### src/rtl/mips_pkg.sv
// Shared constants and types for the multicycle MIPS control unit.
package mips_pkg;

  // Instruction opcodes (IR[31:26])
  localparam logic [5:0] OP_RTYPE = 6'b000000;
  localparam logic [5:0] OP_LW    = 6'b100011;
  localparam logic [5:0] OP_SW    = 6'b101011;
  localparam logic [5:0] OP_BEQ   = 6'b000100;
  localparam logic [5:0] OP_J     = 6'b000010;
  localparam logic [5:0] OP_ADDI  = 6'b001000;

  // FSM state encodings; 12-15 are unused
  typedef enum logic [3:0] {
    S_FETCH  = 4'd0,
    S_DECODE = 4'd1,
    S_MEMADR = 4'd2,
    S_MEMRD  = 4'd3,
    S_MEMWB  = 4'd4,
    S_MEMWR  = 4'd5,
    S_EXEC   = 4'd6,
    S_ALUWB  = 4'd7,
    S_BRANCH = 4'd8,
    S_JUMP   = 4'd9,
    S_ADDIEX = 4'd10,
    S_ADDIWB = 4'd11
  } state_t;

  // ALUOp codes
  localparam logic [1:0] ALUOP_ADD   = 2'b00;
  localparam logic [1:0] ALUOP_SUB   = 2'b01;
  localparam logic [1:0] ALUOP_FUNCT = 2'b10;

  // ALUSrcB codes
  localparam logic [1:0] SRCB_B     = 2'b00;
  localparam logic [1:0] SRCB_FOUR  = 2'b01;
  localparam logic [1:0] SRCB_IMM   = 2'b10;
  localparam logic [1:0] SRCB_IMMSH = 2'b11;

  // PCSource codes
  localparam logic [1:0] PCSRC_ALU    = 2'b00;
  localparam logic [1:0] PCSRC_ALUOUT = 2'b01;
  localparam logic [1:0] PCSRC_JUMP   = 2'b10;

  // Bundle of all datapath controls
  typedef struct packed {
    logic       pc_write;
    logic       pc_write_cond;
    logic       i_or_d;
    logic       mem_read;
    logic       mem_write;
    logic       ir_write;
    logic       mem_to_reg;
    logic       reg_dst;
    logic       reg_write;
    logic       alu_src_a;
    logic [1:0] alu_src_b;
    logic [1:0] alu_op;
    logic [1:0] pc_source;
  } ctrl_t;

endpackage

### src/rtl/mips_ctrl_decode.sv
// Combinational Moore decoder: FSM state to datapath control bundle.
module mips_ctrl_decode
  import mips_pkg::*;
(
  input  logic [3:0] state,
  output ctrl_t      ctrl
);

  // Everything defaults to 0; each state raises only its own controls
  always_comb begin
    ctrl = '0;
    case (state)
      S_FETCH: begin
        ctrl.mem_read  = 1'b1;
        ctrl.ir_write  = 1'b1;
        ctrl.alu_src_b = SRCB_FOUR;
        ctrl.alu_op    = ALUOP_ADD;
        ctrl.pc_write  = 1'b1;
        ctrl.pc_source = PCSRC_ALU;
      end
      S_DECODE: begin
        ctrl.alu_src_b = SRCB_IMMSH;
        ctrl.alu_op    = ALUOP_ADD;
      end
      S_MEMADR, S_ADDIEX: begin
        ctrl.alu_src_a = 1'b1;
        ctrl.alu_src_b = SRCB_IMM;
        ctrl.alu_op    = ALUOP_ADD;
      end
      S_MEMRD: begin
        ctrl.mem_read = 1'b1;
        ctrl.i_or_d   = 1'b1;
      end
      S_MEMWB: begin
        ctrl.reg_write  = 1'b1;
        ctrl.mem_to_reg = 1'b1;
      end
      S_MEMWR: begin
        ctrl.mem_write = 1'b1;
        ctrl.i_or_d    = 1'b1;
      end
      S_EXEC: begin
        ctrl.alu_src_a = 1'b1;
        ctrl.alu_src_b = SRCB_B;
        ctrl.alu_op    = ALUOP_FUNCT;
      end
      S_ALUWB: begin
        ctrl.reg_write = 1'b1;
        ctrl.reg_dst   = 1'b1;
      end
      S_BRANCH: begin
        ctrl.alu_src_a     = 1'b1;
        ctrl.alu_src_b     = SRCB_B;
        ctrl.alu_op        = ALUOP_SUB;
        ctrl.pc_write_cond = 1'b1;
        ctrl.pc_source     = PCSRC_ALUOUT;
      end
      S_JUMP: begin
        ctrl.pc_write  = 1'b1;
        ctrl.pc_source = PCSRC_JUMP;
      end
      S_ADDIWB: begin
        ctrl.reg_write = 1'b1;
      end
      default: ctrl = '0;
    endcase
  end

endmodule

### src/rtl/mips_mc_control.sv
// Multicycle MIPS control FSM with retired-instruction counter.
module mips_mc_control
  import mips_pkg::*;
#(
  parameter int unsigned OPW  = 6,
  parameter int unsigned CNTW = 32
) (
  input  logic            clk,
  input  logic            reset,
  input  logic [OPW-1:0]  opcode,
  input  logic            zero,
  output logic            pc_write,
  output logic            pc_write_cond,
  output logic            i_or_d,
  output logic            mem_read,
  output logic            mem_write,
  output logic            ir_write,
  output logic            mem_to_reg,
  output logic            reg_dst,
  output logic            reg_write,
  output logic            alu_src_a,
  output logic [1:0]      alu_src_b,
  output logic [1:0]      alu_op,
  output logic [1:0]      pc_source,
  output logic [CNTW-1:0] retired,
  output logic [3:0]      state
);

  state_t          state_q, state_d;
  logic [CNTW-1:0] retired_q;
  ctrl_t           ctrl_raw, ctrl_g;

  // zero only reaches the datapath through pc_write_cond
  logic unused_zero;
  assign unused_zero = zero;

  // State register
  always_ff @(posedge clk or posedge reset) begin
    if (reset) state_q <= S_FETCH;
    else       state_q <= state_d;
  end

  // Next-state logic; opcode matters only in DECODE and MEMADR
  always_comb begin
    state_d = S_FETCH;
    case (state_q)
      S_FETCH: state_d = S_DECODE;
      S_DECODE: begin
        case (opcode)
          OP_LW, OP_SW: state_d = S_MEMADR;
          OP_RTYPE:     state_d = S_EXEC;
          OP_BEQ:       state_d = S_BRANCH;
          OP_J:         state_d = S_JUMP;
          OP_ADDI:      state_d = S_ADDIEX;
          default:      state_d = S_FETCH;
        endcase
      end
      S_MEMADR: begin
        if (opcode == OP_LW)      state_d = S_MEMRD;
        else if (opcode == OP_SW) state_d = S_MEMWR;
        else                      state_d = S_FETCH;
      end
      S_MEMRD:  state_d = S_MEMWB;
      S_EXEC:   state_d = S_ALUWB;
      S_ADDIEX: state_d = S_ADDIWB;
      default:  state_d = S_FETCH;
    endcase
  end

  // Count each return to FETCH; wraps naturally at 2^CNTW
  always_ff @(posedge clk or posedge reset) begin
    if (reset) begin
      retired_q <= '0;
    end else if ((state_q != S_FETCH) && (state_d == S_FETCH)) begin
      retired_q <= retired_q + CNTW'(1);
    end
  end

  mips_ctrl_decode u_decode (
    .state (state_q),
    .ctrl  (ctrl_raw)
  );

  // Reset forces all controls low, even FETCH's enables
  assign ctrl_g = reset ? '0 : ctrl_raw;

  assign pc_write      = ctrl_g.pc_write;
  assign pc_write_cond = ctrl_g.pc_write_cond;
  assign i_or_d        = ctrl_g.i_or_d;
  assign mem_read      = ctrl_g.mem_read;
  assign mem_write     = ctrl_g.mem_write;
  assign ir_write      = ctrl_g.ir_write;
  assign mem_to_reg    = ctrl_g.mem_to_reg;
  assign reg_dst       = ctrl_g.reg_dst;
  assign reg_write     = ctrl_g.reg_write;
  assign alu_src_a     = ctrl_g.alu_src_a;
  assign alu_src_b     = ctrl_g.alu_src_b;
  assign alu_op        = ctrl_g.alu_op;
  assign pc_source     = ctrl_g.pc_source;
  assign retired       = retired_q;
  assign state         = state_q;

endmodule
### config.mk
export PLATFORM = sky130hd
export DESIGN_NAME = mips_mc_control
export DESIGN_NICKNAME = d
export VERILOG_FILES = /design/src/rtl/mips_pkg.sv /design/src/rtl/mips_ctrl_decode.sv /design/src/rtl/mips_mc_control.sv
export SDC_FILE = /design/constraint.sdc
export NUM_CORES = 1
export LEC_CHECK = 0
export CAP_MARGIN = 10
export CORE_MARGIN = 10
export CORE_UTILIZATION = 50
export CTS_CLUSTER_SIZE = 14
export DETAILED_ROUTE_END_ITERATION = 10
export PLACE_DENSITY = 0.91
export SLEW_MARGIN = 25
export SYNTH_ARGS = -nofsm -noshare
export SYNTH_HDL_FRONTEND = slang
export SYNTH_SLANG_ARGS = --single-unit
export TNS_END_PERCENT = 30
### constraint.sdc
create_clock -name clk -period 4.6 [get_ports clk]
set_input_delay 0.92 -clock clk [delete_from_list [all_inputs] [get_ports clk]]
set_output_delay 0.92 -clock clk [all_outputs]
set_load 0.02 [all_outputs]
==> results of run 1 <==
-- routing by layer --
metal | vias up | GRT usage (%)
met5 | - | 0
met4 | 0 | 5.45
met3 | 7 | 4.59
met2 | 49 | 23.6
met1 | 845 | 15.5
li1 | 842 | -
-- worst max-delay path, cell delays in order --
cell	delay, ns
clkdlybuf4s50_1	0.47
or2_2	0.35
or2_2	0.31
nor3_1	0.20
clkdlybuf4s50_1	0.66
-- where the power goes --
| part | internal (mW) | switching [mW] |
|---|---|---|
| clock | 0.103 | 0.103 |
| combinational | 0.160 | 0.193 |
| sequential | 0.352 | 0.0647 |
-- cell usage in the layout, fill, tap and decap left out, types with 3 or more instances in the layout --
master,instances
nor4_1,3
clkbuf_8,5
a21oi_1,5
nor3_1,7
nand4_1,9
dfrtp_1,36
xor2_1,7
inv_1,3
nand2_1,9
or2_2,3
clkdlybuf4s50_1,59
nand3_1,19
nor2_1,15
nor2b_1,3
xnor2_1,28
and3_1,19
-- registers in the layout, indices dropped and copies added (netlist names) --
register and flops:
retired 32, state 4
-- synth_stat cells (2+ instances only) --
library cell | number | area (um2)
a21oi_1 | 5 | 25.0
a31oi_1 | 2 | 12.5
and2_1 | 2 | 12.5
and3_1 | 19 | 119
and4_1 | 2 | 17.5
buf_6 | 2 | 22.5
clkbuf_1 | 8 | 30.0
dfrtp_1 | 36 | 901
inv_1 | 3 | 11.3
nand2_1 | 9 | 33.8
nand2b_1 | 2 | 12.5
nand3_1 | 19 | 95.1
nand4_1 | 9 | 56.3
nor2_1 | 15 | 56.3
nor2b_1 | 3 | 18.8
nor3_1 | 8 | 40.0
nor4_1 | 4 | 25.0
o211ai_1 | 2 | 15.0
o21ai_0 | 2 | 10.0
or2_2 | 3 | 18.8
xnor2_1 | 28 | 245
xor2_1 | 7 | 61.3
-- logic make-up (layout without fill, tap and decap cells) --
group,after synthesis,in the layout,share of synthesized area (%)
adders and majority gates,1,1,0.622
AOI/OAI and AO/OA,15,15,4.85
xor gates and xnor gates,35,35,15.2
muxes,1,1,0.560
DFF,36,36,44.8
buffers and inverters,16,70,3.98
and+or+nand+nor,104,104,30.0
-- path summary, 6_finish.rpt --
kind,startpoint,slack [ns],end
worst max-delay path,reset,0.77,pc_source[0]
worst min register to register,retired[31],0.47,retired[31]
min in group asynchronous,reset,1.15,state[0]
worst min-delay path,retired[31],0.47,retired[31]
max in group asynchronous,reset,3.13,retired[18]
worst max register to register,state[1],1.93,retired[1]
-- final cells by class --
type,count,share of cell area [%]
Timing Repair Buffer,60,22.2
Clock buffer,6,2.69
Tap cell,48,2.23
Sequential cell,36,33.4
Multi-Input combinational cell,156,38.9
Clock inverter,1,0.185
Inverter,3,0.417
-- stage by stage --
stage | util (%) | worst slack, ns | power (mW)
2_1_floorplan | - | 1.39 | 0.626
3_3_place_gp | 69.1 | 0.807 | 0.757
3_5_place_dp | 69.3 | 0.729 | 0.772
4_1_cts | 71.3 | 0.734 | 0.979
5_1_grt | 71.6 | 0.639 | 1.03
6_report | 71.6 | 0.765 | 0.976
==> reports/metrics.csv, run 1 <==
stage;metric;value;unit
detailed_routing;wirelength;4980;um
global_route;grt_max_degree;37;
synth;synth-seq-area-share;44.8;%
final_layout;fin_nets;272;
final_layout;syn_to_final_growth;34.1;%
floorplan;core_area;3770;um2
detailed_routing;first_pass_iters;4;
timing;fmax;261;MHz
floorplan;fp.dieArea;6960;um2
cts;htree_levels;2;
synth;synth.distinct_cells;40;
detailed_routing;highest_layer;met4;
placement;gp_congestion;0.787;
timing;holdWs;0.469;ns
cts;cts.path.max_buffers;2;
detailed_routing;via_per_inst;5.62;
worst_hold_path;hold_path_class;flip-flop to flip-flop;
final_layout;diodes;0;
detailed_routing;ant_nets;0;
synth;syn_nets;218;
worst_setup_path;worstPathRequired;3.68;ns
worst_setup_path;crit_type;primary input to output pin;
timing;slew_headroom;52.1;%
timing;finalSetupViolations;0;
cts;cts_tree;done;
power_and_ir_drop;p_leak;1.15;nW
power_and_ir_drop;pwr_density_cell;361;nW/um2
run;cap_violations;0;
worst_setup_path;cp_max_fo;5;
final_layout;post-route-cell-area;2700;um2
global_route;grtUsageTotal;13.8;%
global_route;antenna_found_initial;0;
worst_setup_path;cp-start-kind;primary input;
synth;synth-edff-count;0;
timing;skew;0.00483;ns
cts;cts_root_buffer;clkbuf_8;
cts;clock_sinks;36;
timing;min_period_over_period;83.4;%
detailed_routing;wl_met1;2040;um
synth;ys.flop_type;dfrtp_1;
worst_setup_path;setup.worst_path.end_class;output pin;
detailed_routing;vias;1743;
cts;clkTransAtPathRegs;0.06;ns
detailed_routing;wire_per_inst;16.1;um
detailed_routing;wl_met3;324;um
synth;syn-instance-count;208;
final_layout;stdcell_count;310;
floorplan;core.rowCount;22;
status;status;finished clean;
timing;tightest_slew;0.714;ns
floorplan;fp.dieW;83.4;um
floorplan;io_pins;61;
final_layout;ff_latch_area;901;um2
placement;hpwl;3680;um
worst_setup_path;worstPathArrival;2.91;ns
placement;portBuffers;59;
worst_setup_path;r2r_cells;6;
cts;numCtsBuffers;5;
worst_hold_path;hold_path_depth;1;
cts;ctsResizeCount;0;
cts;clkLatencyLatePin;0.29;ns
timing;final-max-slew-violation-count;0;
final_layout;multi_input_area;1050;um2
power_and_ir_drop;peakVddDrop;0.000332;V
timing;fin_crit;3.83;ns
synth;synth_warnings;0;
global_route;grt_overflow_total;0;
floorplan;initial_utilization;53.4;%
cts;post_cts_buffers;0;
final_layout;fillers;274;
placement;placed_area;2610;um2
synth;synthArstFlopShare;100;%
timing;hold_viol_final;0;
floorplan;die_y;83.4;um
synth;syn_avg_cell_area;9.67;um2
synth;synth_area;2010;um2
detailed_routing;drc_errors;0;
timing;grt_setup_unrepaired;false;
placement;dpl.cell_count;303;
global_route;grt_pass1_vias;1604;
global_route;grt_pass1_wl;8160;um
synth;ys_ff_latch;36;
cts;cts_hold_buf;0;
final_layout;layout-drive-gt1-share;6.49;%
timing;fin_tns_setup;0;ns
detailed_routing;drt_iter0_drc;188;
detailed_routing;wl_met2;2540;um
(Power assumes the default switching activity.)
==> run 2, diff against run 1 <==
CORE_UTILIZATION = 47   (was 50)
PLACE_DENSITY = 0.87   (was 0.91)
clock period = 3.92 ns   (was 4.6 ns; I/O delays follow)
==> run 2 against run 1 <==
  * Clock skew grew 0.0036 ns
  * Clock power up 23%
  * Utilization decreased by 4.8 points
  * Setup slack got worse by 0.44 ns
  * Register-to-register slack lost 0.71 ns
  * Global-route usage is 0.27 points higher
  * Total power rose by 17%
  * Die area grew 4.8%
  * Sequential share of layout area decreased by 0.11 points
  * Critical endpoint unchanged
==> reports/metrics.csv, run 2 (synthesis results as in run 1) <==
stage;metric;value;unit
final_layout;largest_register_ff_count;32;
cts;htree_levels;2;
floorplan;die_y;85.4;um
worst_setup_path;cp_max_fo;5;
cts;cts_tree;done;
detailed_routing;drc_errors;0;
placement;hpwl;3770;um
final_layout;layout_commonest_cell;clkdlybuf4s50_1;
worst_hold_path;min_from;retired[31];
worst_hold_path;hold_path_depth;1;
detailed_routing;wl_met2;2550;um
final_layout;fillers;346;
worst_hold_path;holdPathEnd;retired[31];
cts;cts_hold_buf;0;
global_route;grt_overflow_total;0;
cts;post_cts_buffers;0;
timing;fmax;278;MHz
final_layout;ff_latch_area;901;um2
timing;hold_viol_final;0;
final_layout;mostFrequentLayoutCells;clkdlybuf4s50_1 (59), dfrtp_1 (36), xnor2_1 (28);
detailed_routing;wl_met3;364;um
global_route;antenna_found_initial;0;
timing;tightest_slew;0.718;ns
cts;numCtsBuffers;5;
power_and_ir_drop;peakVddDrop;0.000368;V
timing;final-max-slew-violation-count;0;
timing;fin_crit;3.59;ns
worst_setup_path;worstPathRequired;3.14;ns
final_layout;post-route-cell-area;2710;um2
placement;placed_area;2620;um2
timing;finalWorstSetupSlack;0.327;ns
cts;clkLatencyLatePin;0.28;ns
final_layout;diodes;0;
power_and_ir_drop;pwr_density_cell;423;nW/um2
placement;preCtsSetupSlack;0.295;ns
final_layout;fin_nets;273;
run;cap_violations;0;
power_and_ir_drop;finalPower;1.15;mW
worst_setup_path;worstPathArrival;2.81;ns
placement;portBuffers;59;
final_layout;layout-drive-gt1-share;6.82;%
worst_setup_path;setup.worst_path.end_class;output pin;
global_route;grt_pass1_wl;8680;um
global_route;grtUsageTotal;14.1;%
floorplan;core_area;4060;um2
detailed_routing;vias;1765;
final_layout;multi_input_area;1040;um2
timing;slew_headroom;51.9;%
worst_setup_path;r2r_cells;6;
cts;cts_root_buffer;clkbuf_8;
cts;cts.path.max_buffers;2;
detailed_routing;ant_nets;0;
detailed_routing;wire_per_inst;16.1;um
timing;grt_setup_unrepaired;false;
power_and_ir_drop;p_leak;1.16;nW
floorplan;initial_utilization;49.6;%
floorplan;fp.dieArea;7300;um2
worst_setup_path;rr_endpoint;retired[1];
worst_setup_path;r2r_slack;1.22;ns
worst_setup_path;worstReg2RegStart;state[1];
cts;ctsResizeCount;0;
timing;fin_tns_setup;0;ns
status;status;finished clean;
detailed_routing;wl_met1;2030;um
timing;skew;0.00840;ns
detailed_routing;first_pass_iters;4;
global_route;grt_max_degree;20;
detailed_routing;wirelength;5050;um
worst_setup_path;cp-start-kind;primary input;
detailed_routing;drt_iter0_drc;127;
final_layout;syn_to_final_growth;34.6;%
floorplan;core.rowCount;23;
cts;clock_sinks;36;
timing;finalSetupViolations;0;
worst_setup_path;crit_type;primary input to output pin;
detailed_routing;via_per_inst;5.62;
floorplan;fp.dieW;85.4;um
global_route;grt_pass1_vias;1786;
detailed_routing;highest_layer;met4;
worst_hold_path;hold_path_class;flip-flop to flip-flop;
floorplan;io_pins;61;
placement;gp_congestion;0.830;
cts;clkTransAtPathRegs;0.06;ns
timing;min_period_over_period;91.7;%
[run 2: final cells by class]
cell class | count | share of cell area [%]
Multi-Input combinational cell | 156 | 38.5
Inverter | 3 | 0.416
Timing Repair Buffer | 61 | 22.4
Tap cell | 50 | 2.31
Sequential cell | 36 | 33.3
Clock buffer | 7 | 2.82
Clock inverter | 1 | 0.323
[run 2: how the worst max path moves through the flow]
| stage | startpoint | to | slack (ns) |
|---|---|---|---|
| final | reset | pc_source[0] | 0.33 |
| after global routing | reset | pc_source[0] | 0.19 |
| after CTS | reset | pc_source[0] | 0.29 |
| after floorplan | state[2] | pc_source[0] | 0.89 |
| after global placement | reset | pc_write_cond | 0.38 |
| after detailed placement | reset | pc_source[0] | 0.30 |
[run 2: worst max-delay path: stages]
cell,delay (ns)
clkdlybuf4s50_1,0.48
or2_2,0.35
or2_2,0.31
nor3_1,0.22
clkdlybuf4s50_1,0.67
[run 2: layer usage]
| metal | vias up | global-route usage (%) |
|---|---|---|
| met5 | - | 0 |
| li1 | 844 | - |
| met3 | 12 | 4.78 |
| met1 | 858 | 16.0 |
| met4 | 0 | 5.54 |
| met2 | 51 | 23.7 |
[run 2: per-stage QoR]
stage / cells / hold WS, ns / utilization [%]
final: 314 / 0.483 / 66.7
after global routing: 314 / 0.502 / 66.7
after CTS: 314 / 0.483 / 66.7
after detailed placement: 306 / 0.475 / 64.6
after global placement: 306 / 0.462 / 64.5
after floorplan: 208 / 0.582 / -
[run 2: where the power goes]
group,leakage (nW),switching [mW],internal [mW],total (mW)
Clock,0.0424,0.127,0.127,0.253
Sequential,0.489,0.0720,0.412,0.484
Combinational,0.628,0.219,0.188,0.408
Total,1.16,0.418,0.728,1.15
